===== src/rtl/data_mem_ctrl_pkg.sv =====
// Shared types and constants for the byte-serialising data-memory controller.
package data_mem_ctrl_pkg;

    localparam int          MEM_BYTE_W   = 8;
    localparam int          DEF_READ_LAT = 1;
    localparam logic [31:0] ZERO_WORD    = 32'h0000_0000;

    typedef enum logic [2:0] {
        ST_IDLE     = 3'd0,
        ST_RD_ISSUE = 3'd1,
        ST_RD_DRAIN = 3'd2,
        ST_RD_DONE  = 3'd3,
        ST_WR       = 3'd4
    } state_e;

    function automatic logic [MEM_BYTE_W-1:0] lane_byte(input logic [31:0] word,
                                                        input logic [1:0]  lane);
        case (lane)
            2'd0:    lane_byte = word[7:0];
            2'd1:    lane_byte = word[15:8];
            2'd2:    lane_byte = word[23:16];
            2'd3:    lane_byte = word[31:24];
            default: lane_byte = word[7:0];
        endcase
    endfunction

endpackage


===== src/rtl/data_mem_ctrl_rd_shift.sv =====
// Delay line of {valid, lane} tags matching the RAM read latency; the last
// stage tells the controller which lane mem_d_i belongs to this cycle.
module mem_rd_shift #(
    parameter int READ_LAT = 1
) (
    input  logic       clk,
    input  logic       rst,
    input  logic       push_i,
    input  logic [1:0] lane_i,
    output logic       cap_o,
    output logic [1:0] cap_lane_o
);

    logic [READ_LAT-1:0] valid_q;
    logic [1:0]          lane_q [READ_LAT];

    // Tag pipeline; reset drops every in-flight tag
    always_ff @(posedge clk) begin
        if (rst) begin
            valid_q <= {READ_LAT{1'b0}};
            for (int i = 0; i < READ_LAT; i++) begin
                lane_q[i] <= 2'd0;
            end
        end else begin
            valid_q[0] <= push_i;
            lane_q[0]  <= lane_i;
            for (int i = 1; i < READ_LAT; i++) begin
                valid_q[i] <= valid_q[i-1];
                lane_q[i]  <= lane_q[i-1];
            end
        end
    end

    assign cap_o      = valid_q[READ_LAT-1];
    assign cap_lane_o = lane_q[READ_LAT-1];

endmodule


===== src/rtl/data_mem_ctrl.sv =====
// Serialises ME-stage word reads and masked writes into byte transactions on
// a byte-wide synchronous RAM; reads return an assembled little-endian word.
module data_mem_ctrl
    import data_mem_ctrl_pkg::*;
#(
    parameter int READ_LAT = DEF_READ_LAT
) (
    input  logic                  clk,
    input  logic                  rst,
    input  logic                  r_enable_i,
    input  logic                  w_enable_i,
    input  logic [3:0]            w_mask_i,
    input  logic [31:0]           w_data_i,
    input  logic [31:0]           addr_i,
    output logic                  ram_busy,
    output logic                  ram_done,
    output logic [31:0]           ram_r_data,
    output logic [31:0]           mem_a_o,
    output logic [MEM_BYTE_W-1:0] mem_d_o,
    output logic                  mem_wr_o,
    input  logic [MEM_BYTE_W-1:0] mem_d_i
);

    state_e                state_q, state_d;
    logic                  busy_q, busy_d, done_q, done_d, mem_wr_q, mem_wr_d;
    logic [31:0]           r_data_q, r_data_d, mem_a_q, mem_a_d, wdata_q, wdata_d;
    logic [MEM_BYTE_W-1:0] mem_d_q, mem_d_d;
    logic [23:0]           word_q, word_d;
    logic [29:0]           base_q, base_d;
    logic [3:0]            rem_q, rem_d, sel_mask_s;
    logic [1:0]            idx_q, idx_d, sel_lane_s, cap_lane_s, idx_inc_s;
    logic                  push_s, cap_s, unused_s;

    assign unused_s  = ^addr_i[1:0];
    assign idx_inc_s = idx_q + 2'd1;

    mem_rd_shift #(.READ_LAT(READ_LAT)) u_rd_shift (
        .clk        (clk),
        .rst        (rst),
        .push_i     (push_s),
        .lane_i     (idx_q),
        .cap_o      (cap_s),
        .cap_lane_o (cap_lane_s)
    );

    // Lowest pending write lane: the new request's mask in IDLE, else what remains
    always_comb begin
        if (state_q == ST_IDLE) begin
            sel_mask_s = w_mask_i;
        end else begin
            sel_mask_s = rem_q;
        end
        casez (sel_mask_s)
            4'b???1: sel_lane_s = 2'd0;
            4'b??10: sel_lane_s = 2'd1;
            4'b?100: sel_lane_s = 2'd2;
            4'b1000: sel_lane_s = 2'd3;
            default: sel_lane_s = 2'd0;
        endcase
    end

    // Next-state and output logic
    always_comb begin
        state_d  = state_q;
        busy_d   = busy_q;
        done_d   = 1'b0;
        mem_wr_d = 1'b0;
        r_data_d = r_data_q;
        mem_a_d  = mem_a_q;
        mem_d_d  = mem_d_q;
        wdata_d  = wdata_q;
        word_d   = word_q;
        base_d   = base_q;
        rem_d    = rem_q;
        idx_d    = idx_q;
        push_s   = 1'b0;

        if (cap_s) begin
            case (cap_lane_s)
                2'd0:    word_d[7:0]   = mem_d_i;
                2'd1:    word_d[15:8]  = mem_d_i;
                2'd2:    word_d[23:16] = mem_d_i;
                default: word_d        = word_q;
            endcase
        end else begin
            word_d = word_q;
        end

        case (state_q)
            ST_IDLE: begin
                if (r_enable_i && !done_q) begin
                    state_d = ST_RD_ISSUE;
                    busy_d  = 1'b1;
                    base_d  = addr_i[31:2];
                    idx_d   = 2'd0;
                    mem_a_d = {addr_i[31:2], 2'b00};
                end else if (w_enable_i && !done_q && (w_mask_i != 4'b0000)) begin
                    state_d  = ST_WR;
                    busy_d   = 1'b1;
                    base_d   = addr_i[31:2];
                    wdata_d  = w_data_i;
                    rem_d    = w_mask_i & ~(4'b0001 << sel_lane_s);
                    mem_a_d  = {addr_i[31:2], sel_lane_s};
                    mem_d_d  = lane_byte(w_data_i, sel_lane_s);
                    mem_wr_d = 1'b1;
                end else begin
                    state_d = ST_IDLE;
                end
            end
            ST_RD_ISSUE: begin
                push_s = 1'b1;
                if (idx_q == 2'd3) begin
                    state_d = ST_RD_DRAIN;
                end else begin
                    idx_d   = idx_inc_s;
                    mem_a_d = {base_q, idx_inc_s};
                end
            end
            ST_RD_DRAIN: begin
                // Lane 3 is always the last tag out of the delay line
                if (cap_s && (cap_lane_s == 2'd3)) begin
                    state_d  = ST_RD_DONE;
                    busy_d   = 1'b0;
                    done_d   = 1'b1;
                    r_data_d = {mem_d_i, word_q};
                end else begin
                    state_d = ST_RD_DRAIN;
                end
            end
            ST_RD_DONE: begin
                state_d = ST_IDLE;
            end
            ST_WR: begin
                if (rem_q != 4'b0000) begin
                    rem_d    = rem_q & ~(4'b0001 << sel_lane_s);
                    mem_a_d  = {base_q, sel_lane_s};
                    mem_d_d  = lane_byte(wdata_q, sel_lane_s);
                    mem_wr_d = 1'b1;
                end else begin
                    state_d = ST_IDLE;
                    busy_d  = 1'b0;
                end
            end
            default: begin
                state_d = ST_IDLE;
                busy_d  = 1'b0;
            end
        endcase
    end

    // State and output registers
    always_ff @(posedge clk) begin
        if (rst) begin
            state_q  <= ST_IDLE;
            busy_q   <= 1'b0;
            done_q   <= 1'b0;
            mem_wr_q <= 1'b0;
            r_data_q <= ZERO_WORD;
            mem_a_q  <= ZERO_WORD;
            mem_d_q  <= {MEM_BYTE_W{1'b0}};
            wdata_q  <= ZERO_WORD;
            word_q   <= 24'h00_0000;
            base_q   <= 30'd0;
            rem_q    <= 4'b0000;
            idx_q    <= 2'd0;
        end else begin
            state_q  <= state_d;
            busy_q   <= busy_d;
            done_q   <= done_d;
            mem_wr_q <= mem_wr_d;
            r_data_q <= r_data_d;
            mem_a_q  <= mem_a_d;
            mem_d_q  <= mem_d_d;
            wdata_q  <= wdata_d;
            word_q   <= word_d;
            base_q   <= base_d;
            rem_q    <= rem_d;
            idx_q    <= idx_d;
        end
    end

    assign ram_busy   = busy_q;
    assign ram_done   = done_q;
    assign ram_r_data = r_data_q;
    assign mem_a_o    = mem_a_q;
    assign mem_d_o    = mem_d_q;
    assign mem_wr_o   = mem_wr_q;

endmodule


===== config.mk =====
export PLATFORM = sky130hd
export DESIGN_NAME = data_mem_ctrl
export DESIGN_NICKNAME = d
export VERILOG_FILES = /design/src/rtl/data_mem_ctrl_pkg.sv /design/src/rtl/data_mem_ctrl_rd_shift.sv /design/src/rtl/data_mem_ctrl.sv
export SDC_FILE = /design/constraint.sdc
export NUM_CORES = 1
export LEC_CHECK = 0
export ABC_AREA = 1
export BUFFER_PORTS_ARGS = -buffer_cell sky130_fd_sc_hd__buf_2
export CORE_MARGIN = 4
export CORE_UTILIZATION = 35
export CTS_CLUSTER_DIAMETER = 100
export DETAILED_ROUTE_END_ITERATION = 8
export GPL_ROUTABILITY_DRIVEN = 0
export PLACE_DENSITY = 0.62
export SLEW_MARGIN = 20
export SYNTH_ARGS = -nofsm -noshare
export SYNTH_HDL_FRONTEND = slang
export SYNTH_SLANG_ARGS = --single-unit

===== constraint.sdc =====
create_clock -name clk -period 3.8 [get_ports clk]
set_input_delay 0.76 -clock clk [delete_from_list [all_inputs] [get_ports clk]]
set_output_delay 0.76 -clock clk [all_outputs]
set_load 0.02 [all_outputs]

After elaboration in Yosys (flattened, before gate mapping):

Memory sizes are Yosys's and may differ from the RTL's.
Cells that the tools add are included.

* bits in registers: 171
* bits in latches: 0
* RAM bits: 2
* memory bits (read-only): 0
* input port bits: 80
* output and inout port bits: 75
* logic and storage cells: 119
* memories kept: 1

Memories
* u_rd_shift.lane_q: depth 1, bits a word 2, rd ports 1, clocked after memory_dff 0, write ports 1, line data_mem_ctrl_rd_shift.sv:15 `logic [1:0] lane_q [READ_LAT];`

* $add $sub $neg: 1
* multipliers: 0
* divide/modulo/power cells: 0
* order comparisons: 0
* eq/ne operators: 23
* shift-type cells: 1
* multiplexer cells: 44
* bitwise logic cells: 6
* reduce and logical (&&, ||, !) cells: 28

Operators by type and width (count)
* $mux 32: 4
* $pmux 32 s3: 1
* $pmux 8 s4: 2
* $mux 30: 2
* $mux 8: 3
* $mux 4: 4
* $pmux 8 s2: 1
* $mux 1: 14
* $eq 2x2->1 const B: 6
* $mux 3: 4
* $ne 2x2->1 const B: 6
* $pmux 3 s4: 1
* $reduce_and 2->1: 6
* $reduce_and 4->1: 3
* $and 4x4->4: 2
* $pmux 4 s2: 1
* $reduce_bool 4->1: 2
* $eq 3x2->1 const B: 2
* $eq 3x3->1 const B: 2
* $mux 2: 3
* $pmux 2 s3: 1
* $reduce_and 3->1: 2
* $reduce_bool 2->1: 3
* $reduce_or 2->1: 3
* other kinds (17): 25

Logic depth before layout (Yosys ltp):

Gate-level depths: netlist (run 1).

* word-level depth: 10
* depth in mapped cells: 15
* gate-level depth less buffers: 14

By module:

Synthesis (run 1) repeated with hierarchy kept, for this count alone.

* cells, all modules: 1050
* area, all modules: 7347.0 µm²

By module, submodules not included
* data_mem_ctrl: instances 1, cells each 1041, area an instance 7264.5 µm², seq. area each 3403.3 µm²
* mem_rd_shift: instances 1, cells each 9, area an instance 82.6 µm², seq. area each 60.1 µm²

Worst setup path after synthesis (run 1):

OpenSTA, ideal clock, no wires.

* path kind: input-to-reg
* from: in w_mask_i[3]
* to: reg mem_d_q[3] (netlist: mem_d_o[3])
* setup time: 117 ps
* data arrival time: 1741 ps
* data required time: 3683 ps
* path slack: 1941 ps
* stages: 11
* path buffers: 1
* cells stage by stage: inv_1 nand3_1 nand2_1 nand2_1 nand2_4 nand2_4 buf_6 o21ai_0 nor2_1 nor2_1 nor2_1

* word-level cells in the longest chain between the ends: 8
* elaborated cells between the ends (all ways): 17
* classes of those cells: eq/ne (5); mux (8); reduce/logical (4)

Ends and longest elaborated chain
* start, declared: line data_mem_ctrl.sv:12 `input logic [3:0] w_mask_i,`
* $mux 4: line data_mem_ctrl.sv:48 `if (state_q == ST_IDLE) begin`
* $eq 4x4->1: line data_mem_ctrl.sv:53 `casez (sel_mask_s)`
* $pmux 2 s3: line data_mem_ctrl.sv:53
* $eq 2x2->1 (tied with other cells): line data_mem_ctrl_pkg.sv:18 `case (lane)`
* $pmux 8 s4: line data_mem_ctrl_pkg.sv:18
* $mux 8: line data_mem_ctrl.sv:97 `end else if (w_enable_i && !done_q && (w_mask_i != 4'b0000)) begin`
* $mux 8: line data_mem_ctrl.sv:91 `if (r_enable_i && !done_q) begin`
* $pmux 8 s2: line data_mem_ctrl.sv:89 `case (state_q)`
* end signal, assigned: line data_mem_ctrl.sv:160 `mem_d_q <= {MEM_BYTE_W{1'b0}};`
* end signal, assigned: line data_mem_ctrl.sv:173 `mem_d_q <= mem_d_d;`
* end, declared: line data_mem_ctrl.sv:27 `logic [MEM_BYTE_W-1:0] mem_d_q, mem_d_d;`

Parallel ways exist; a longest one is shown, timed or not. The select of a mux whose other input is x is not followed.
A chain may end at the register's enable or synchronous reset.

Worst setup path in the final report (run 1):

* from: reg state_q[0]
* to: reg mem_d_q[1] (netlist: mem_d_o[1])

* word-level cells in the longest chain between the ends: 9
* elaborated cells between the ends (all ways): 22
* classes of those cells: eq/ne (10); mux (8); reduce/logical (4)

Ends and longest elaborated chain
* start, declared: line data_mem_ctrl.sv:24 `state_e state_q, state_d;`
* start signal, assigned: line data_mem_ctrl.sv:167 `state_q <= state_d;`
* $logic_not 3->1: line data_mem_ctrl.sv:48, data_mem_ctrl.sv:89
* $mux 4: line data_mem_ctrl.sv:48
* $eq 4x4->1 (tied with other cells): line data_mem_ctrl.sv:53
* $pmux 2 s3: line data_mem_ctrl.sv:53
* $eq 2x2->1 (tied with other cells): line data_mem_ctrl_pkg.sv:18
* $pmux 8 s4: line data_mem_ctrl_pkg.sv:18
* $mux 8: line data_mem_ctrl.sv:97
* $mux 8: line data_mem_ctrl.sv:91
* $pmux 8 s2: line data_mem_ctrl.sv:89

Parallel ways exist; a longest one is shown, timed or not. The select of a mux whose other input is x is not followed.

==> results.cfg, run 1 <==
[critical_path]
cp_common_cell = nand2_1
crit_fanout = 15
crit_type = reg2reg
critical-path-max-stage-delay_ns = 0.47
crit_path_start_kind = flip-flop
regToRegSetupSlack_ns = 0.97
worst-path-buf-inv = 3
r2r_cells = 10
arrival_ns = 3.15
critPathCaptureType = flip-flop
cp.required_ns = 4.11
r2r_start = state_q[0]
critPathSlowestCell = nand2_1
cpLargestDelayFamily = simple AND/OR/NAND/NOR gates
crit_chain = nor2_4 > nand2_1 > inv_1 > nand2_1 > nand2_1 > inv_1 > nand2_1 > nand3_1 > nand2_1 > inv_1
reg2reg_to = mem_d_o[1]

[die]
dieArea_um2 = 23000
io_pins = 155
initial_core_util_pct = 35.6
die_height_um = 152
rows = 52
coreArea_um2 = 20300
die_w_um = 152

[outcome]
status = finished, final reports clean

[min_path]
hold_path_depth = 2
hp-class = reg2reg
min_from = wdata_q[2]
hold_path_end = wdata_q[2]

[pwr]
ir_worst_vdd_uv = 242
netSwitchingPower_mw = 1.73
seqPwrFrac_pct = 42.4
clkPwrFrac_pct = 34.5
power_leakage_nw = 4.23
p_per_area_nw_per_um2 = 573
p_sw_share_pct = 34.6
comb_power_share_pct = 23.1
power.internal_mw = 3.27

[synthesis]
yosys.cell_types.count = 26
ys_ff_latch = 173
syn_nets = 1092
postSynthAreaPerCell_um2 = 7.15
yosys_warnings = 0
synthCells = 1011
yosysSeqAreaShare_pct = 47.9
syn_area_um2 = 7220

[layout]
final_common_cell = nor2_1
antenna_cells = 0
fillers = 2139
final_cell_mix = nor2_1 (194), dfxtp_1 (173), o21ai_0 (170)
nets = 1210
drive_gt1_share_pct = 18.2
final_core_util_pct = 43.0
area_growth_pct = 20.9

[routing]
num_vias = 6830
wl_per_cell_um = 14.5
drc = 0
drt-pass1-iter-count = 5
drt_iter0_drc = 343
via_per_inst = 4.84
totalWireLength_um = 20500
detail-route-antenna-nets = 0

[sta]
fmax_mhz = 353
worstMarginPinSlew_ns = 1.00
finalClockSkew_ns = 0.0144
worst_slack_ns = 0.968
hold_viol_final = 0
min_period_ns = 2.83
period_share_pct = 74.5
slew_headroom_pct = 33.1
drv_slew = 0
rsz0062_at_grt = no
setup_viol = 0
setup_tns_ns = 0

[clocking]
clk_pin_slew_ns = 0.07
cts_setup_buffers = 0
cts_buffer_depth = 2
cts.sink_count = 173
cts-resized-gates = 0
htreeDepth = 4
postCtsHoldBufs = 0
cts_tree = done
clk_latency_ns = 0.43
root_buffer = clkbuf_16
numCtsBuffers = 17

[global_route]
grt_max_degree = 65
grt_pass1_vias = 6349
grt_first_pass_wirelength_um = 33200
overflow = 0
track_usage_pct = 18.0
antenna_found_initial = 2

[placed_design]
place_hpwl_um = 13200
port_buffers = 152
dp_slack_ns = 0.936

[run]
maxCapViolCount = 0
how the worst max path moves through the flow:
stage	from	endpoint	slack, ns	cells after the start
after floorplan	w_mask_i[3]	mem_d_o[3]	1.94	11
after CTS	state_q[0]	mem_d_o[1]	0.96	10
final	state_q[0]	mem_d_o[1]	0.97	10
after detailed placement	state_q[0]	mem_d_o[4]	0.94	10
after global routing	state_q[0]	mem_d_o[4]	0.68	10
after global placement	state_q[0]	mem_d_o[1]	1.01	10
state kept, by name, summed over array words and instances (netlist names):
signal,flops
mem_d_o,8
wdata_q,32
u_rd_shift.lane_q,2
mem_wr_o,1
ram_done,1
rem_q,4
word_q,24
state_q,3
ram_busy,1
u_rd_shift.cap_o,1
base_q,30
idx_q,2
mem_a_o,32
ram_r_data,32
logic make-up after synthesis:
kind of cell    Yosys count  synth area share [%]
simple gates            431                  25.3
compound gates          250                  18.0
buf+inv                 156                  8.59
fa+ha+maj                 1                 0.173
flops                   173                  47.9
worst reg2reg max path: cells and delay by family (launching register included):
| kind | cells | cell delay, ns |
|---|---|---|
| simple gates | 7 | 1.63 |
| flops | 1 | 0.35 |
| buf+inv | 3 | 0.75 |
power by group through the flow:
stage               sequential [mW]  combinational, mW  clock (mW)
floorplan                      2.26              0.714           0
global placement               2.16               1.15           0
detailed placement             2.16               1.17           0
CTS                            2.12               1.17        1.77
global route                   2.15               1.31        1.85
finish                         2.12               1.16        1.73
through the flow:
| step | total power, mW | hold slack (ns) | instances | cell area, µm² |
|---|---|---|---|---|
| after floorplan | 2.98 | 0.417 | 1011 | 7220 |
| after detailed placement | 3.33 | 0.450 | 1380 | 8150 |
| after global placement | 3.31 | 0.443 | 1380 | 8150 |
| final | 5.00 | 0.461 | 1412 | 8730 |
| after CTS | 5.06 | 0.460 | 1412 | 8730 |
| after global routing | 5.31 | 0.470 | 1412 | 8730 |
layer usage:
metal / global-route usage [%] / share of wire [%] / up-vias
met4: 4.85 / 1.2 / 4
li1: - / - / 3551
met1: 24.2 / 47 / 3107
met2: 28.3 / 46 / 148
met3: 5.09 / 5.5 / 20
met5: 0 / 0.10 / -
synth_stat cells (all sizes together):
| cell | number | area (µm²) |
|---|---|---|
| nand3b | 5 | 37.5 |
| a31oi | 32 | 200 |
| nor3 | 4 | 20.0 |
| clkbuf | 51 | 191 |
| a211oi | 2 | 15.0 |
| dfxtp | 173 | 3460 |
| a21oi | 43 | 215 |
| inv | 87 | 327 |
| nor2 | 197 | 762 |
| nand4 | 5 | 31.3 |
| ha | 1 | 12.5 |
| o211ai | 2 | 15.0 |
| clkinv | 6 | 22.5 |
| buf | 12 | 80.1 |
| nand3 | 94 | 475 |
| o21ai | 171 | 856 |
| nand2 | 126 | 500 |
final cells by class:
class,count,area (µm²),area share (%)
clock buffer,18,439,5.03
multi-input combinational,682,3150,36.1
timing repair buffer,162,848,9.71
inverter,93,350,4.01
sequential,173,3460,39.7
tap,270,338,3.87
clock inverter,14,141,1.62
No activity file was read; power rests on OpenSTA's default activity.
==> run 2, diff against run 1 <==
ABC_AREA = 0   (was 1)
PLACE_DENSITY = 0.64   (was 0.62)
clock period = 2.6 ns   (was 3.8 ns; I/O delays follow)
==> results.cfg, run 2 <==
[routing]
wl_met1_um = 8940
num_vias = 6474
route.met3.wl_um = 1350
drt_iter0_drc = 442
wl_per_cell_um = 15.7
drt-pass1-iter-count = 5
totalWireLength_um = 19400
drc = 0
detail-route-antenna-nets = 0
topRoutingLayerUsed = met4
dr_wl_met2_um = 8950
via_per_inst = 5.25

[sta]
setup_viol = 0
period_share_pct = 90.5
hold_viol_final = 0
fmax_mhz = 425
worstMarginPinSlew_ns = 0.658
drv_slew = 0
slew_headroom_pct = 55.0
setup_tns_ns = 0
worst_slack_ns = 0.248
min_period_ns = 2.35
rsz0062_at_grt = no
finalClockSkew_ns = 0.0144
timing.hold.ws_ns = 0.330

[pwr]
p_sw_share_pct = 30.8
power_leakage_nw = 3.83
netSwitchingPower_mw = 2.09
p_per_area_nw_per_um2 = 752
power.internal_mw = 4.68
finalPower_mw = 6.77
clkPwrFrac_pct = 37.1
seqPwrFrac_pct = 43.5
comb_power_share_pct = 19.4
ir_worst_vdd_uv = 407

[placed_design]
port_buffers = 152
place_hpwl_um = 12800
dp_slack_ns = 0.276

[die]
die_height_um = 153
initial_core_util_pct = 35.8
dieArea_um2 = 23300
die_w_um = 153
rows = 52
coreArea_um2 = 20400
io_pins = 155

[critical_path]
critPathSlowestCell = or4_1
crit_chain = nor3_2 > or4_1 > a32o_1 > o311ai_0 > a311oi_1
arrival_ns = 2.62
crit_type = reg2reg
crit_path_start_kind = flip-flop
r2r_start = state_q[2]
crit_fanout = 12
critical-path-max-stage-delay_ns = 0.75
critPathCaptureType = flip-flop
cp.required_ns = 2.87
crit_start = state_q[2]

[layout]
area_growth_pct = 22.9
final_cell_mix = dfxtp_1 (173), buf_2 (151), nand2_1 (137)
drive_gt1_share_pct = 24.2
nets = 1032
final_common_cell = dfxtp_1
antenna_cells = 0

[clocking]
root_buffer = clkbuf_16
cts.sink_count = 173
numCtsBuffers = 17
postCtsHoldBufs = 0
cts_tree = done
clk_latency_ns = 0.43
htreeDepth = 4
cts-resized-gates = 0
cts_setup_buffers = 0
clk_pin_slew_ns = 0.08
cts_buffer_depth = 2

[synthesis]
syn_nets = 904
synth_area_leaders = dfxtp_1 (47%), mux2i_1 (12%), a21oi_1 (7.8%)
yosys.cell_types.count = 44
yosysSeqAreaShare_pct = 47.3
synth_area_leader_cell = dfxtp_1
synth.most_common_cell = dfxtp_1
postSynthAreaPerCell_um2 = 8.90
ys_ff_latch = 173
ys_async_sr_fraction_pct = 0
synth.top_cell.area_share_pct = 47.3
syn_area_um2 = 7320
synthTopCellsByCount = dfxtp_1 (173), nand2_1 (137), a21oi_1 (114)
synthFlopType = dfxtp_1
synthCells = 823
synth_edf_count = 0
yosys_warnings = 0

[run]
maxCapViolCount = 0

[global_route]
track_usage_pct = 16.4
grt_max_degree = 88
antenna_found_initial = 0
grt_pass1_vias = 5985
grt_first_pass_wirelength_um = 31700
overflow = 0

[outcome]
status = finished, final reports clean

[min_path]
min_from = addr_i[16]
hp-class = in2reg
run 2: cell count changes after synthesis, sizes merged, moves of 12 or more:
cell    previous run  this run
o21ai            171         9
a31oi             32         0
nor2             197        82
mux2i              0        91
a21oi             43       114
inv               87         1
a311oi             0        38
a32oi              0        12
nand3             94         2
run 2: critical path, delay by kind of cell, from the launching register on:
family,cells,cell delay [ns]
AOI/OAI and AO/OA,3,0.83
and+or+nand+nor,2,0.88
DFF,1,0.48
run 2: layout make-up:
type,instances,area (µm²)
clock buffers,18,439
clock inverters,14,148
fillers,2085,11400
inverters,1,3.75
multi-input cells,575,3560
flip-flops and latches,173,3460
well taps,270,338
repair buffers,183,1050
run 2: cell families (layout without fill, tap and decap cells):
kind of cell	after synthesis	count (layout)	share of synthesized area (%)
buf+inv	75	216	4.41
flops	173	173	47.3
compound gates	217	217	19.6
fa+ha+maj	1	1	0.171
simple gates	260	260	15.1
mux	97	97	13.4
run 2: power by group through the flow:
stage | combinational [mW] | sequential [mW] | clock (mW)
6_report | 1.31 | 2.94 | 2.51
3_3_place_gp | 1.30 | 3.00 | 0
4_1_cts | 1.32 | 2.94 | 2.59
3_5_place_dp | 1.32 | 3.00 | 0
5_1_grt | 1.43 | 2.97 | 2.73
2_1_floorplan | 0.760 | 3.11 | 0
run 2: final timing paths:
check	to	slack [ns]	depth (start not counted)
setup reg to reg	mem_d_o[3]	0.25	5
hold / removal	base_q[14]	0.33	3
hold reg to reg	ram_r_data[31]	0.45	2
setup / recovery	mem_d_o[3]	0.25	5
run 2: per-stage QoR:
stage	instances	area, µm²	util, %
after global placement	1202	8410	41.2
final	1234	9000	44.1
after global routing	1234	9000	44.1
after floorplan	823	7320	-
after CTS	1234	9000	44.1
after detailed placement	1202	8410	41.2
run 2: routing by layer:
metal / global-route usage, % / vias to the layer above
li1: - / 3210
met4: 4.37 / 0
met2: 25.4 / 205
met3: 4.52 / 14
met1: 22.5 / 3045
met5: 0 / -
